**config.mk**
```make
export PLATFORM = sky130hd
export DESIGN_NAME = tpu_tile_sequencer_flat
export DESIGN_NICKNAME = d
export VERILOG_FILES = /design/src/rtl/tpu_tile_sequencer_if.sv /design/src/rtl/tpu_tile_sequencer.sv /design/src/flat_wrapper.sv
export SDC_FILE = /design/constraint.sdc
export NUM_CORES = 1
export LEC_CHECK = 0
export CORE_ASPECT_RATIO = 0.8
export CORE_MARGIN = 2
export CORE_UTILIZATION = 39
export CTS_CLUSTER_DIAMETER = 100
export DETAILED_ROUTE_END_ITERATION = 10
export GPL_TIMING_DRIVEN = 0
export SLEW_MARGIN = 40
export SYNTH_ARGS = -nofsm -noshare
export SYNTH_HDL_FRONTEND = slang
export SYNTH_SLANG_ARGS = --single-unit
```
**constraint.sdc**
```tcl
create_clock -name clk -period 2.7 [get_ports clk]
set_input_delay 0.81 -clock clk [delete_from_list [all_inputs] [get_ports clk]]
set_output_delay 0.81 -clock clk [all_outputs]
set_load 0.01 [all_outputs]
```
**src/rtl/tpu_tile_sequencer_if.sv**
```systemverilog
// Host, memory and array-side signals of the tile sequencer.
// The sequencer is the slave; the host/memories side is the master.
interface tpu_tile_sequencer_if #(
   parameter int unsigned ADDRESSSIZE = 10,
   parameter int unsigned WADDR_BW    = 2
);
   logic                   start;
   logic [ADDRESSSIZE-1:0] cfg_ub_base;
   logic [ADDRESSSIZE-1:0] cfg_res_base;
   logic [ADDRESSSIZE:0]   cfg_rows;
   logic [WADDR_BW-1:0]    cfg_wsel;
   logic                   cfg_wreuse;
   logic                   busy;
   logic                   done;
   logic                   err;
   logic [WADDR_BW-1:0]    w_addr;
   logic                   we_rl;
   logic                   ub_re;
   logic [ADDRESSSIZE-1:0] ub_addr;
   logic                   res_we;
   logic [ADDRESSSIZE-1:0] res_addr;

   modport master (
      output start, cfg_ub_base, cfg_res_base, cfg_rows, cfg_wsel, cfg_wreuse,
      input  busy, done, err, w_addr, we_rl, ub_re, ub_addr, res_we, res_addr
   );

   modport slave (
      input  start, cfg_ub_base, cfg_res_base, cfg_rows, cfg_wsel, cfg_wreuse,
      output busy, done, err, w_addr, we_rl, ub_re, ub_addr, res_we, res_addr
   );
endinterface

```
**src/rtl/tpu_tile_sequencer.sv**
```systemverilog
// Control FSM for one systolic tile pass: weight load, row streaming,
// latency-aligned result writes and a completion pulse.
module tpu_tile_sequencer #(
   parameter int unsigned MATRIX_SIZE = 32,
   parameter int unsigned ADDRESSSIZE = 10,
   parameter int unsigned WADDR_BW    = 2,
   parameter int unsigned RESULT_LAT  = 3 * MATRIX_SIZE - 1
) (
   input  logic                 clk,
   input  logic                 rstn,
   tpu_tile_sequencer_if.slave  bus
);

   localparam int unsigned RW = ADDRESSSIZE + 1;

   typedef enum logic [2:0] {IDLE, WADR, WLD, STREAM, DRAIN, DONE} state_e;

   state_e                 state, state_d;
   logic                   wvalid;
   logic                   accept, reject;
   logic [RW-1:0]          rows_left;
   logic [ADDRESSSIZE-1:0] res_next;
   logic [RESULT_LAT-1:0]  vsr, vsr_d;

   // Row-valid pipeline mirroring the array latency; its tap is res_we.
   assign vsr_d      = (vsr << 1) | RESULT_LAT'(bus.ub_re);
   assign bus.res_we = vsr[RESULT_LAT-1];

   always_ff @(posedge clk or negedge rstn) begin
      if (!rstn) state <= IDLE;
      else       state <= state_d;
   end

   always_comb begin
      state_d = state;
      accept  = 1'b0;
      reject  = 1'b0;
      case (state)
         IDLE: begin
            if (bus.start) begin
               if (bus.cfg_rows != '0 && !(bus.cfg_wreuse && !wvalid)) begin
                  accept  = 1'b1;
                  state_d = bus.cfg_wreuse ? STREAM : WADR;
               end else begin
                  reject = 1'b1;
               end
            end
         end
         WADR:    state_d = WLD;
         WLD:     state_d = STREAM;
         STREAM:  if (rows_left == RW'(1)) state_d = DRAIN;
         // Leave once the last in-flight result is being written this cycle.
         DRAIN:   if (vsr_d == '0) state_d = DONE;
         DONE:    state_d = IDLE;
         default: state_d = IDLE;
      endcase
   end

   always_ff @(posedge clk or negedge rstn) begin
      if (!rstn) begin
         bus.busy     <= 1'b0;
         bus.done     <= 1'b0;
         bus.err      <= 1'b0;
         bus.w_addr   <= '0;
         bus.we_rl    <= 1'b0;
         bus.ub_re    <= 1'b0;
         bus.ub_addr  <= '0;
         bus.res_addr <= '0;
         vsr          <= '0;
         wvalid       <= 1'b0;
         rows_left    <= '0;
         res_next     <= '0;
      end else begin
         bus.busy  <= (state_d == WADR) || (state_d == WLD) ||
                      (state_d == STREAM) || (state_d == DRAIN);
         bus.done  <= (state_d == DONE);
         bus.err   <= reject;
         bus.we_rl <= (state_d == WLD);
         bus.ub_re <= (state_d == STREAM);
         vsr       <= vsr_d;

         if (state == WLD) wvalid <= 1'b1;

         if (accept) begin
            rows_left   <= bus.cfg_rows;
            bus.ub_addr <= bus.cfg_ub_base;
            res_next    <= bus.cfg_res_base;
            if (!bus.cfg_wreuse) bus.w_addr <= bus.cfg_wsel;
         end else if (state == STREAM) begin
            rows_left   <= rows_left - RW'(1);
            bus.ub_addr <= bus.ub_addr + ADDRESSSIZE'(1);
         end

         // Address is presented together with the write strobe, held otherwise.
         if (vsr_d[RESULT_LAT-1]) begin
            bus.res_addr <= res_next;
            res_next     <= res_next + ADDRESSSIZE'(1);
         end
      end
   end

endmodule

```
**src/flat_wrapper.sv**
```systemverilog
// flat-port wrapper written by rule: the top's interface ports become plain ports
module tpu_tile_sequencer_flat 
#(
   parameter int unsigned MATRIX_SIZE = 32,
   parameter int unsigned ADDRESSSIZE = 10,
   parameter int unsigned WADDR_BW    = 2,
   parameter int unsigned RESULT_LAT  = 3 * MATRIX_SIZE - 1
)
  (clk, rstn, bus_start, bus_cfg_ub_base, bus_cfg_res_base, bus_cfg_rows, bus_cfg_wsel, bus_cfg_wreuse, bus_busy, bus_done, bus_err, bus_w_addr, bus_we_rl, bus_ub_re, bus_ub_addr, bus_res_we, bus_res_addr);
  tpu_tile_sequencer_if #(.ADDRESSSIZE(ADDRESSSIZE), .WADDR_BW(WADDR_BW)) bus_i ();
  input  logic clk;
  input  logic rstn;
  input wire logic [$bits(bus_i.start)-1:0] bus_start;
  input wire logic [$bits(bus_i.cfg_ub_base)-1:0] bus_cfg_ub_base;
  input wire logic [$bits(bus_i.cfg_res_base)-1:0] bus_cfg_res_base;
  input wire logic [$bits(bus_i.cfg_rows)-1:0] bus_cfg_rows;
  input wire logic [$bits(bus_i.cfg_wsel)-1:0] bus_cfg_wsel;
  input wire logic [$bits(bus_i.cfg_wreuse)-1:0] bus_cfg_wreuse;
  output wire logic [$bits(bus_i.busy)-1:0] bus_busy;
  output wire logic [$bits(bus_i.done)-1:0] bus_done;
  output wire logic [$bits(bus_i.err)-1:0] bus_err;
  output wire logic [$bits(bus_i.w_addr)-1:0] bus_w_addr;
  output wire logic [$bits(bus_i.we_rl)-1:0] bus_we_rl;
  output wire logic [$bits(bus_i.ub_re)-1:0] bus_ub_re;
  output wire logic [$bits(bus_i.ub_addr)-1:0] bus_ub_addr;
  output wire logic [$bits(bus_i.res_we)-1:0] bus_res_we;
  output wire logic [$bits(bus_i.res_addr)-1:0] bus_res_addr;
  assign bus_i.start = bus_start;
  assign bus_i.cfg_ub_base = bus_cfg_ub_base;
  assign bus_i.cfg_res_base = bus_cfg_res_base;
  assign bus_i.cfg_rows = bus_cfg_rows;
  assign bus_i.cfg_wsel = bus_cfg_wsel;
  assign bus_i.cfg_wreuse = bus_cfg_wreuse;
  assign bus_busy = bus_i.busy;
  assign bus_done = bus_i.done;
  assign bus_err = bus_i.err;
  assign bus_w_addr = bus_i.w_addr;
  assign bus_we_rl = bus_i.we_rl;
  assign bus_ub_re = bus_i.ub_re;
  assign bus_ub_addr = bus_i.ub_addr;
  assign bus_res_we = bus_i.res_we;
  assign bus_res_addr = bus_i.res_addr;
  tpu_tile_sequencer #(.MATRIX_SIZE(MATRIX_SIZE), .ADDRESSSIZE(ADDRESSSIZE), .WADDR_BW(WADDR_BW), .RESULT_LAT(RESULT_LAT)) u_core (.clk(clk), .rstn(rstn), .bus(bus_i));
endmodule
```
Word-level counts from Yosys, hierarchy flattened:

Index checks and enable logic that the tools add are counted.

* input port bits: 37
* output and inout bits: 28
* flip-flop bits (word level): 147
* word-level logic and storage cells: 59

* bitwise gates (word level): 2
* multiplexer cells: 18
* reduce and logical (&&, ||, !) cells: 13
* equal/unequal tests: 10
* add/subtract/negate cells: 3

Operators by type and width (number)
* zero test 95 bit: 1
* bitwise OR 95 x 1 -> 95 bit: 1
* two-way mux 10 bit: 4
* two-way mux 11 bit: 2
* adder 10 x 1 -> 10 bit, second input constant: 2
* one-hot mux 3 bit (5 select lines): 1
* == test 3 x 2 -> 1 bit, second input constant: 4
* two-way mux 3 bit: 4
* == test 11 x 1 -> 1 bit, second input constant: 1
* nonzero test 11 bit: 1
* subtractor 11 x 1 -> 11 bit, second input constant: 1
* == test 3 bit, second input constant: 3
* == test 3 x 1 -> 1 bit, second input constant: 2
* two-way mux 1 bit: 6
* nonzero test 2 bit: 2
* zero test 3 bit: 1
* logical OR 1 bit: 3
* logical AND 1 bit: 2
* zero test 1 bit: 2
* two-way mux 2 bit: 1
* AND reduction 2 bit: 1
* inverter 1 bit: 1

Longest topological paths before layout:

Gate-level depths: netlist of run 1.

* word-level depth: 11
* mapped depth: 9

Worst setup path after synthesis of run 1:

OpenSTA, ideal clock, no wires.

* kind: input to register
* from: in bus_cfg_rows[2]
* to: reg u_core.bus.w_addr[0]
* slack: 0.308 ns
* library setup time: 0.128 ns
* data arrival time: 2.265 ns
* cell stages on the path: 6
* data required time: 2.572 ns
* path buffers: 1
* path through: nor4_1 a32oi_1 and2_1 buf_6 a221oi_2 mux2_1

* cells in the longest elaborated chain, start to end: 6

RTL lines
* from (decl): line flat_wrapper.sv:16 `input wire logic [$bits(bus_i.cfg_rows)-1:0] bus_cfg_rows;`
* nonzero test 11 bit: line tpu_tile_sequencer.sv:41 `if (bus.cfg_rows != '0 && !(bus.cfg_wreuse && !wvalid)) begin`
* logical AND 1 bit: line tpu_tile_sequencer.sv:41
* two-way mux 1 bit: line tpu_tile_sequencer.sv:41
* two-way mux 1 bit: line tpu_tile_sequencer.sv:40 `if (bus.start) begin`
* two-way mux 1 bit: line tpu_tile_sequencer.sv:38 `case (state)`
* AND reduction 2 bit (no line)
* to (signal assigned): line tpu_tile_sequencer.sv:88 `if (!bus.cfg_wreuse) bus.w_addr <= bus.cfg_wsel;`
* to (decl): line tpu_tile_sequencer_if.sv:30 `output busy, done, err, w_addr, we_rl, ub_re, ub_addr, res_we, res_addr`

Every way passes these cells.
A chain may end at the register's enable or synchronous reset.

Worst setup path in the final report of run 1:

* from: in bus_cfg_rows[5]
* to: reg u_core.bus.w_addr[1]

Same word-level chain as after synthesis.

==> impl_metrics.ini, run 1 <==
[synthesis]
synthTopCellsByArea = dfrtp_1, nor4_1, nand2_1, mux2_2, xnor2_1
synth_nets = 423
synth_ff_type = dfrtp_1
avgSynthCellArea_um2 = 13.49
async_reset_ff_share_pct = 100.0
yosysWarningCount = 0
synth_top_area_cell = dfrtp_1
synth_cell_type_count = 47
syn_inst = 382
synth-edff-count = 0
netlist_area_mm2 = 0.005155
synth_seq_cells = 147
netlist.area_leader.share_pct = 71.36
yosysSeqAreaShare_pct = 71.36

[cts]
clk_pin_slew_worst_paths_ps = 60
clock-sinks = 147
clock_path_buffers = 2
cts_htree_levels = 4
cts_tree = done
clk_latency_ps = 410
numCtsBuffers = 17
cts-root-buf = clkbuf_16

[die]
initial_core_util_pct = 40.05
rows = 37
io_pins = 65
die-area_mm2 = 0.01416
core-area_mm2 = 0.01287
die_h_um = 106.8
die_width_um = 132.5

[grt]
grt_use_total_pct = 16.45
grt_pass1_wl_um = 17880
grt_max_degree = 72
antenna_found_initial = 0
overflow = 0
first_global_vias = 3392

[finish]
stdcell_count = 655
antenna_cells = 0
final_cell_mix = dfrtp_1, clkdlybuf4s50_1, nand2_1
final_common_cell = dfrtp_1
finalNetCount = 508
drive_gt1_share_pct = 12.08
syn_to_final_growth_pct = 30.68

[timing]
fin_crit_sh_pct = 97.15
hold_viol = 0
setup_violations = 0
tightest_slew_ps = 548.8
finalClockSkew_ps = 6.639
fmax_mhz = 381.2
fin_crit_ps = 2623
drv_slew = 0
max_slew_margin_pct = 63.41
whs_ps = 232.0
totalNegativeSetupSlack_ps = 0
rsz0062_at_grt = no

[detailed_routing]
drc = 0
routed-via-count = 3333
routed_wire_length_per_instance_um = 16.35
firstDrtPassIters = 5
drt_iter0_drc = 258
postRouteAntennaNets = 0
drt_wl_total_um = 10710
viasPerCell = 5.089

[worst_setup_path]
arrival_ps = 2910
startpoint = bus_cfg_rows[5]
required_ps = 2990
cp-end-kind = flip-flop
startpoint_type = input port
path_class = input port to flip-flop
crit_fanout = 10
worstReg2RegStart = u_core.vsr[93]

[placed_design]
place_inst = 623
port_buffers = 64
hpwl_um = 7238
gp_congestion = 0.8039

[outcome]
status = completed

[power_and_ir_drop]
power_leakage_nw = 2.763
ir_worst_vdd_mv = 0.4466
p_per_area_mw_per_mm2 = 689.7

[min_path]
hold_path.class = input port to asynchronous set/reset pin

[flow_run]
drv_cap = 0
## kinds of logic (layout without fill, tap and decap cells)
family / Yosys count / after routing / share of synthesized area [%]
fa+ha+maj: 4 / 4 / 0.9709
buf+inv: 16 / 114 / 1.383
flops: 147 / 147 / 71.36
mux: 15 / 15 / 3.204
compound gates: 47 / 47 / 6.020
xor+xnor: 18 / 18 / 3.058
simple gates: 135 / 135 / 14.01
## flip-flops by register name (all words and copies together) (netlist names)
name and count:
u_core.vsr 95, u_core.bus.we_rl 1, u_core.bus.res_addr 10, u_core.res_next 10, u_core.rows_left 11, u_core.state 3
u_core.bus.ub_addr 10, u_core.bus.done 1, u_core.bus.ub_re 1, u_core.wvalid 1, u_core.bus.err 1, u_core.bus.busy 1
u_core.bus.w_addr 2
## critical path: stages
cell             delay, ps
clkdlybuf4s50_1        470
nor4_4                 380
a32oi_4                200
and2_4                 220
buf_6                  150
a221oi_4               340
mux2_1                 360
## worst paths after layout
path,slack (ps),endpoint,depth (start not counted)
min in group clk,370,u_core.vsr[89],0
max reg2reg,270,u_core.bus.w_addr[1],6
min,230,u_core.vsr[53],1
min reg2reg,370,u_core.vsr[89],0
max,80,u_core.bus.w_addr[1],7
max in group asynchronous,1570,u_core.bus.res_addr[0],3
## synthesized netlist by cell type, types with 4 or more instances
master      n
a211oi_1    5
nand3_1    19
ha_1        4
nand4_1     7
o21ai_0    15
mux2_2     10
inv_1       5
xnor2_1    11
nor3b_1     4
nor2_1     18
a21oi_1     9
a221o_1     4
nand2_1    33
nor4_1     28
o211ai_1    5
dfrtp_1   147
and3_1      7
clkbuf_1    6
xor2_1      7
## area by class of cell
| type | count | area, um^2 |
|---|---|---|
| fillers | 1111 | 6133 |
| flip-flops and latches | 147 | 3679 |
| multi-input cells | 219 | 1474 |
| repair buffers | 66 | 700.7 |
| clock buffers | 19 | 442.9 |
| well taps | 175 | 219.0 |
| clock inverters | 13 | 150.1 |
| plain buffers | 11 | 52.55 |
| inverters | 5 | 18.77 |
## report_power, final
group | leakage, nW | total (W) | internal (W) | switching, W
logic | 0.798 | 0.000123 | 0.0000610 | 0.0000618
clock network | 0.273 | 0.00232 | 0.00140 | 0.000921
registers | 1.69 | 0.00221 | 0.00220 | 0.000000741
## what timing repair did
action,in CTS,in global routing
setup endpoints to repair,5,6
pin swaps,0,3
hold buffers,0,0
resized for setup,3,6
buffers inserted,0,0
## through the flow
stage	setup WS (ps)	utilization [%]	total power, W	instance area [um^2]
after global routing	17.89	52.34	0.004841	6736
after detailed placement	-597.4	47.20	0.002365	6075
after global placement	-4771	46.73	0.002354	6015
after CTS	6.076	52.00	0.004698	6693
after floorplan	307.7	-	0.002251	5155
final	76.92	52.34	0.004646	6736
## routing by layer
| metal | wire length [um] | global-route usage [%] | vias up |
|---|---|---|---|
| met5 | 0 | 0 | - |
| met4 | 102 | 5.607 | 0 |
| met3 | 472 | 5.248 | 11 |
| met2 | 4764 | 22.28 | 72 |
| met1 | 5370 | 24.81 | 1707 |
| li1 | - | - | 1543 |
No activity file was read; power rests on OpenSTA's default activity.
==> run 2: changes to the inputs <==
- SETUP_SLACK_MARGIN: unset -> 0.05
==> impl_metrics.ini, run 2 (synthesis results as in run 1) <==
[finish]
fin_area_mm2 = 0.006724
final_cell_mix = dfrtp_1, clkdlybuf4s50_1, nand2_1
regMostFlops = u_core.vsr
final_common_cell = dfrtp_1
nFillCells = 1112
syn_to_final_growth_pct = 30.44
drive_gt1_share_pct = 12.24
largest_reg_flops = 95
antenna_cells = 0
finalNetCount = 510
top_regs = u_core.vsr (95), u_core.rows_left (11)

[worst_setup_path]
arrival_ps = 2880
crit_fanout = 10
required_ps = 3000
critical-path-top-delay-family = buffers and inverters
path_class = input port to flip-flop
startpoint_type = input port
worst-path-buf-inv = 2
cp-end-kind = flip-flop
critical_path.cell_chain = clkdlybuf4s50_1, nor4_1, a32oi_2, and2_1, buf_6, a221oi_4, mux2_1
crit_slowest_cell = clkdlybuf4s50_1
slowest_delay_ps = 430

[power_and_ir_drop]
power_leakage_nw = 2.776
p_int_w = 0.003662
switching_power_w = 0.0009901
comb_power_share_pct = 2.6
switching_share_pct = 21.28
clock_power_share_pct = 50.0
ir_worst_vdd_mv = 0.4502
power_w = 0.004652
p_per_area_mw_per_mm2 = 691.9
seq_power_share_pct = 47.4

[timing]
finalClockSkew_ps = 7.576
max_slew_margin_pct = 63.19
rsz0062_at_grt = no
setup_violations = 0
fmax_mhz = 386.5
finalWorstSetupSlack_ps = 112.9
fin_crit_ps = 2587
tightest_slew_ps = 544.5
hold_viol = 0
drv_slew = 0
fin_crit_sh_pct = 95.82

[detailed_routing]
drt_iter0_drc = 303
routed_wire_length_per_instance_um = 16.26
drc = 0
postRouteAntennaNets = 0
routed-via-count = 3339
drt_wl_total_um = 10690
viasPerCell = 5.082
firstDrtPassIters = 5

[die]
initial_core_util_pct = 40.05
die_h_um = 106.8
core-area_mm2 = 0.01287
die_width_um = 132.5
rows = 37
die-area_mm2 = 0.01416
io_pins = 65

[grt]
grt_pass1_wl_um = 17920
grt_max_degree = 72
antenna_found_initial = 0
overflow = 0
first_global_vias = 3406
grt_use_total_pct = 16.49

[placed_design]
hpwl_um = 7238
place_area_mm2 = 0.006075
gp_congestion = 0.8039
pre_cts_ws_ps = -597.4
port_buffers = 64

[cts]
postCtsHoldBufs = 0
clk_pin_slew_worst_paths_ps = 60
clock_path_buffers = 2
cts_htree_levels = 4
numCtsBuffers = 17
cts_tree = done
clock-sinks = 147
cts-root-buf = clkbuf_16
clk_latency_ps = 410

[min_path]
hold_path.class = input port to asynchronous set/reset pin

[flow_run]
drv_cap = 0

[outcome]
status = completed
run 2: cell type report:
cell class,count,area [um^2],area share (%)
flip-flops and latches,147,3679,54.71
multi-input cells,219,1445,21.49
repair buffers,68,715.7,10.64
clock buffers,19,442.9,6.587
well taps,175,219.0,3.256
clock inverters,13,150.1,2.233
plain buffers,11,53.80,0.8001
inverters,5,18.77,0.2791
run 2: path summary, 6_finish.rpt:
| path | from | to | slack, ps | cells past startpoint |
|---|---|---|---|---|
| max in group asynchronous | rstn | u_core.bus.res_addr[0] | 1590 | 3 |
| max | bus_cfg_rows[2] | u_core.bus.w_addr[1] | 110 | 7 |
| max reg2reg | u_core.vsr[93] | u_core.bus.w_addr[1] | 270 | 6 |
| min | rstn | u_core.vsr[50] | 230 | 1 |
| min reg2reg | u_core.vsr[88] | u_core.vsr[89] | 370 | 0 |
| min in group clk | u_core.vsr[88] | u_core.vsr[89] | 370 | 0 |
run 2: power groups by stage:
stage | logic, W | clock network [W] | registers (W)
after floorplan | 0.00000368 | 0 | 0.00225
after global placement | 0.000107 | 0 | 0.00225
after detailed placement | 0.000120 | 0 | 0.00225
after CTS | 0.000123 | 0.00237 | 0.00221
after global routing | 0.000133 | 0.00250 | 0.00220
final | 0.000120 | 0.00233 | 0.00221
run 2: timing repair:
| action | in CTS | in global routing |
|---|---|---|
| gates resized for setup | 4 | 3 |
| pin swaps | 1 | 0 |
| buffers inserted | 2 | 0 |
| endpoints found under the setup margin | 9 | 3 |
| cloned | 0 | 0 |
run 2: routing by layer:
metal / wire, um / track usage, % / vias up
li1: - / - / 1546
met1: 5439 / 24.85 / 1702
met2: 4664 / 22.39 / 80
met3: 471 / 5.248 / 11
met4: 110 / 5.607 / 0
met5: 0 / 0 / -
run 2: through the flow:
step                      utilization (%)  hold slack [ps]  setup TNS, ps  instances
after CTS                           52.19            216.6              0        657
after global placement              46.73            354.3        -709640        621
after floorplan                         -            346.1              0        382
after global routing                52.25            212.0              0        657
after detailed placement            47.20            358.3         -11150        623
final                               52.25            225.4              0        657
